`config.mk`:
```
export PLATFORM = sky130hd
export DESIGN_NAME = cmult_pipe
export DESIGN_NICKNAME = d
export VERILOG_FILES = /design/src/rtl/cmult_pipe.sv
export SDC_FILE = /design/constraint.sdc
export NUM_CORES = 2
export LEC_CHECK = 0
export ABC_AREA = 0
export CAP_MARGIN = 30
export CORE_MARGIN = 5
export CORE_UTILIZATION = 45
export CTS_CLUSTER_SIZE = 14
export DETAILED_ROUTE_END_ITERATION = 10
export PLACE_DENSITY_LB_ADDON = 0.05
export SETUP_SLACK_MARGIN = 0.05
export SYNTH_ARGS = -nofsm -noshare
export SYNTH_HDL_FRONTEND = slang
export SYNTH_SLANG_ARGS = --single-unit
```
`constraint.sdc`:
```
create_clock -name clk_i -period 23.3 [get_ports clk_i]
set_clock_uncertainty 0.2 [all_clocks]
set_input_delay 3.495 -clock clk_i [delete_from_list [all_inputs] [get_ports clk_i]]
set_output_delay 3.495 -clock clk_i [all_outputs]
set_load 0.02 [all_outputs]
```
`src/rtl/cmult_pipe.sv`:
```
// cmult_pipe: four-stage pipelined complex multiplier (a*b or a*conj(b)) with valid/ready
// flow control and round-half-up output scaling. Define CMULT_SAT_EN to saturate instead of wrap.
module cmult_pipe #(
    parameter int DW    = 18,
    parameter int OW    = 18,
    parameter int SHIFT = 17,
    parameter int TW    = 1
) (
    input  logic                 clk_i,
    input  logic                 srst_n,
    input  logic                 valid_i,
    output logic                 ready_o,
    input  logic signed [DW-1:0] a_i_i,
    input  logic signed [DW-1:0] a_q_i,
    input  logic signed [DW-1:0] b_i_i,
    input  logic signed [DW-1:0] b_q_i,
    input  logic                 conj_i,
    input  logic [TW-1:0]        tag_i,
    output logic                 valid_o,
    input  logic                 ready_i,
    output logic signed [OW-1:0] data_i_o,
    output logic signed [OW-1:0] data_q_o,
    output logic [TW-1:0]        tag_o,
    output logic                 ovf_o
);
    localparam int PW = 2 * DW;
    localparam int FW = 2 * DW + 1;
    // Half an LSB of the scaled result; zero when SHIFT is 0.
    localparam logic [FW:0] RND = ({{FW{1'b0}}, 1'b1} << SHIFT) >> 1;

    function automatic logic signed [FW:0] round_shift(input logic signed [FW-1:0] p);
        logic signed [FW:0] ext;
        ext = $signed({p[FW-1], p}) + $signed(RND);
        return ext >>> SHIFT;
    endfunction

    // Returns {overflow, value}.
`ifdef CMULT_SAT_EN
    function automatic logic [OW:0] saturate(input logic signed [FW:0] r);
        logic [FW-OW+1:0] top;
        top = r[FW:OW-1];
        if ((&top) || !(|top))
            return {1'b0, r[OW-1:0]};
        return {1'b1, r[FW], {(OW-1){~r[FW]}}};
    endfunction
`else
    function automatic logic [OW:0] saturate(input logic signed [FW:0] r);
        return {1'b0, r[OW-1:0]};
    endfunction
`endif

    logic adv;
    assign adv     = !valid_o || ready_i;
    assign ready_o = adv;

    logic                 vld_p1, vld_p2, vld_p3;
    logic signed [DW-1:0] a_i_p1, a_q_p1, b_i_p1, b_q_p1;
    logic                 conj_p1, conj_p2;
    logic [TW-1:0]        tag_p1, tag_p2, tag_p3;
    logic signed [PW-1:0] pr_ii_p2, pr_qq_p2, pr_iq_p2, pr_qi_p2;
    logic signed [FW-1:0] sum_i_p3, sum_q_p3;
    logic [OW:0]          res_i, res_q;

    always_ff @(posedge clk_i or negedge srst_n) begin
        if (!srst_n) begin
            vld_p1  <= 1'b0;
            vld_p2  <= 1'b0;
            vld_p3  <= 1'b0;
            valid_o <= 1'b0;
        end else if (adv) begin
            vld_p1  <= valid_i;
            vld_p2  <= vld_p1;
            vld_p3  <= vld_p2;
            valid_o <= vld_p3;
        end
    end

    // S1: operand capture
    always_ff @(posedge clk_i) begin
        if (adv) begin
            a_i_p1  <= a_i_i;
            a_q_p1  <= a_q_i;
            b_i_p1  <= b_i_i;
            b_q_p1  <= b_q_i;
            conj_p1 <= conj_i;
            tag_p1  <= tag_i;
        end
    end

    // S2: four partial products at full width
    always_ff @(posedge clk_i) begin
        if (adv) begin
            pr_ii_p2 <= PW'(a_i_p1) * PW'(b_i_p1);
            pr_qq_p2 <= PW'(a_q_p1) * PW'(b_q_p1);
            pr_iq_p2 <= PW'(a_i_p1) * PW'(b_q_p1);
            pr_qi_p2 <= PW'(a_q_p1) * PW'(b_i_p1);
            conj_p2  <= conj_p1;
            tag_p2   <= tag_p1;
        end
    end

    // S3: sum/difference, one guard bit so nothing overflows
    always_ff @(posedge clk_i) begin
        if (adv) begin
            sum_i_p3 <= conj_p2 ? FW'(pr_ii_p2) + FW'(pr_qq_p2)
                                : FW'(pr_ii_p2) - FW'(pr_qq_p2);
            sum_q_p3 <= conj_p2 ? FW'(pr_qi_p2) - FW'(pr_iq_p2)
                                : FW'(pr_iq_p2) + FW'(pr_qi_p2);
            tag_p3   <= tag_p2;
        end
    end

    // S4: round, shift, reduce to OW into the output registers
    assign res_i = saturate(round_shift(sum_i_p3));
    assign res_q = saturate(round_shift(sum_q_p3));

    always_ff @(posedge clk_i or negedge srst_n) begin
        if (!srst_n) begin
            data_i_o <= '0;
            data_q_o <= '0;
            tag_o    <= '0;
            ovf_o    <= 1'b0;
        end else if (adv) begin
            data_i_o <= res_i[OW-1:0];
            data_q_o <= res_q[OW-1:0];
            tag_o    <= tag_p3;
            ovf_o    <= res_i[OW] | res_q[OW];
        end
    end

endmodule

```
==> metrics.md <==
| Metric | Value |
|---|---|
| Synth Area per Inst | `9.61 sq um` |
| Slowest CP cell | `clkdlybuf4s50_1` |
| Nets@finish | `8145` |
| Synth unique cells | `81` |
| Max H-tree Level | `2` |
| Hold_buf cts | `0` |
| Unrepaired setup endpoints after global routing | `no` |
| Syn nets | `8186` |
| Post-synth EDFFs | `255` |
| Final Cell Area | `0.0659 sq mm` |
| Finished Layout Cells | `8159` |
| Drt drc | `0` |
| Cells after DPL | `8075` |
| Max incr delay on CP | `0.73 ns` |
| Post-CTS Setup Bufs | `0` |
| Crit path top cell by count | `clkdlybuf4s50_1` |
| Core area | `0.135 sq mm` |
| CP endpoint kind | `primary output` |
| Critical path data required time | `19.61 ns` |
| Clk root buf | `clkbuf_16` |
| Worst slew pin tran | `1.07 ns` |
| Mapped Area | `0.0613 sq mm` |
| Diode count | `0` |
| Hold Crit Start | `conj_p1` |
| CP startpoint | `ready_i` |
| CTS resizes | `0` |
| R2R Path Start | `b_i_p1[0]` |
| Met3 WL | `7510 microns` |
| CTS max path bufs | `3` |
| M1 wire length | `74000 microns` |
| Via count | `41.4k` |
| Cells after Synth | `6382` |
| Routed vias/inst | `5.07` |
| Endpoints failing hold | `0` |
| DP Area | `0.0643 sq mm` |
| Fmax | `108 MHz` |
| Max Cap Viol | `0` |
| Status | `finished clean` |
| Initial Utilization | `45.3%` |
| Routed WL per cell | `19.0 microns` |
| CTS tree | `yes` |
| Gr usage total | `22.6%` |
| Die ar. | `0.144 sq mm` |
| Post-synth ARST share | `13.9%` |
| Initial antenna violation count | `9` |
| IO Port Bufs | `116` |
| HPWL after DPL | `118000 microns` |
| Final TNS setup | `0 ns` |
| Std-Cell Rows | `135` |
| Crit-path max FO | `80` |
| R2r setup slk | `15.30 ns` |
| Cell-by-cell trace of the critical path | `clkdlybuf4s50_1 -> nor2b_4 -> buf_4 -> inv_8 -> clkdlybuf4s50_1` |
| Max-slew violations | `0` |
| Die Span X | `379 microns` |
| Final setup fails | `0` |
| Layout cell share with drive strength beyond 1 | `3.01%` |
| Critical Path AT | `5.60 ns` |
| Routed length on met2 | `68600 microns` |
| CTS buffer count | `45` |
| P&R area growth vs syn | `7.45%` |
| Iteration-0 DRC Markers | `2426` |
| Worst setup SP type | `primary input` |
| Top routing layer used | `met4` |
| Sequential fraction of the synthesis area | `14.2%` |
| ANT nets after route | `0` |
| Total gr overflow | `0` |
| Hold Crit Class | `reg2reg` |
| RePlAce Congestion | `0.833` |
| Die H | `379 microns` |
| Top FF cell, synth | `edfxtp_1` |
| Synthesis-stage register bit count | `296` |
| Routed wire length | `155000 microns` |
| Vias in the first global route | `43.7k` |
| Clock transition at path regs | `0.06 ns` |
| Clk_lat worst skew | `0.65 ns` |
| Crit path time final | `9.30 ns` |
| Setup CP Type | `in2out` |
| Rel. slew slack | `27.9%` |
| Drt pass-1 iters | `6` |
| First-pass GRT wire length | `251000 microns` |
| CTS Sinks | `296` |
| Yosys warnings | `0` |
| Fin crit share | `39.9%` |
| I/O pins | `118` |
| Largest net degree at the start of global routing | `81` |
-- synthesized netlist by cell type (20+ instances only) --
cell | instances | area [sq um]
nor2_1 | 200 | 751
xnor2_1 | 192 | 1680
inv_1 | 1490 | 5590
nand2b_1 | 35 | 219
a21oi_1 | 147 | 736
fa_1 | 1292 | 25900
nor3_1 | 50 | 250
and2_1 | 629 | 3940
nand2_1 | 729 | 2740
nor4_1 | 20 | 125
a21o_1 | 46 | 345
dfrtp_1 | 41 | 1030
nor2b_1 | 21 | 131
o21ai_0 | 95 | 475
a211oi_1 | 23 | 173
clkbuf_1 | 285 | 1070
o21a_1 | 30 | 225
and3_1 | 29 | 181
edfxtp_1 | 255 | 7660
nand3_1 | 47 | 235
ha_1 | 434 | 5430
xor2_1 | 86 | 753
-- critical path, delay by kind of cell --
family / cells / cell delay, ns
buffers and inverters: 4 / 2.04
AND/OR/NAND/NOR: 1 / 0.04
-- path summary, 6_finish.rpt --
kind	end	cells past startpoint
worst max-delay path	ready_o	5
worst min-delay path	conj_p2	0
worst max register to register	pr_ii_p2[34]	25
worst min register to register	conj_p2	0
max in group asynchronous	data_q_o[13]	2
min in group asynchronous	data_i_o[1]	1
-- cells in the final DEF, fill, tap and decap left out, types with 86 or more instances in the layout --
cell	count
clkdlybuf4s50_1	115
inv_1	1490
and2_1	629
nor2_1	200
nand2_1	729
edfxtp_1	255
a21oi_1	147
fa_1	1292
xor2_1	86
o21ai_0	95
xnor2_1	192
ha_1	434
-- registers in the layout, summed over array words and instances (netlist names), 18 cells and up --
register and count:
a_q_p1 18, b_i_p1 18, pr_qi_p2 35, data_q_o 18
a_i_p1 18, sum_q_p3 19, data_i_o 18, pr_qq_p2 35
pr_iq_p2 35, sum_i_p3 19, pr_ii_p2 35, b_q_p1 18
-- logic make-up (layout without fill, tap and decap cells) --
family,count (synthesis),count (layout),synth area share [%]
DFF,296,296,14.2
other,1,1,0.00612
adders and majority gates,1726,1726,51.0
xor gates and xnor gates,279,279,4.02
buffers and inverters,1781,1777,10.9
and+or+nand+nor,1819,1819,14.7
AOI/OAI and AO/OA,469,469,4.94
muxes,11,11,0.194
-- cell type report --
| cell class | instances | area [sq um] |
|---|---|---|
| flip-flops and latches | 296 | 8680 |
| well taps | 1781 | 2230 |
| clock inverters | 26 | 354 |
| inverters | 1492 | 5610 |
| fillers | 13100 | 69600 |
| clock buffers | 58 | 1260 |
| multi-input cells | 4305 | 45900 |
| repair buffers | 201 | 1800 |
-- layer usage --
metal	GRT usage (%)	vias up
li1	-	19000
met1	33.7	21400
met2	34.8	828
met3	2.92	159
met4	6.48	0
met5	0	-
-- per-stage QoR --
stage / util (%) / setup slack (ns) / hold slack, ns
CTS: 48.6 / 13.92 / 0.222
finish: 48.6 / 14.00 / 0.224
global placement: 47.4 / 13.91 / 0.201
floorplan: - / 10.95 / 0.200
detailed placement: 47.4 / 13.91 / 0.208
global route: 48.6 / 13.82 / 0.224
Power is not shown: default switching activity piles up to over one toggle a cycle in this logic, so the estimate is an artifact.
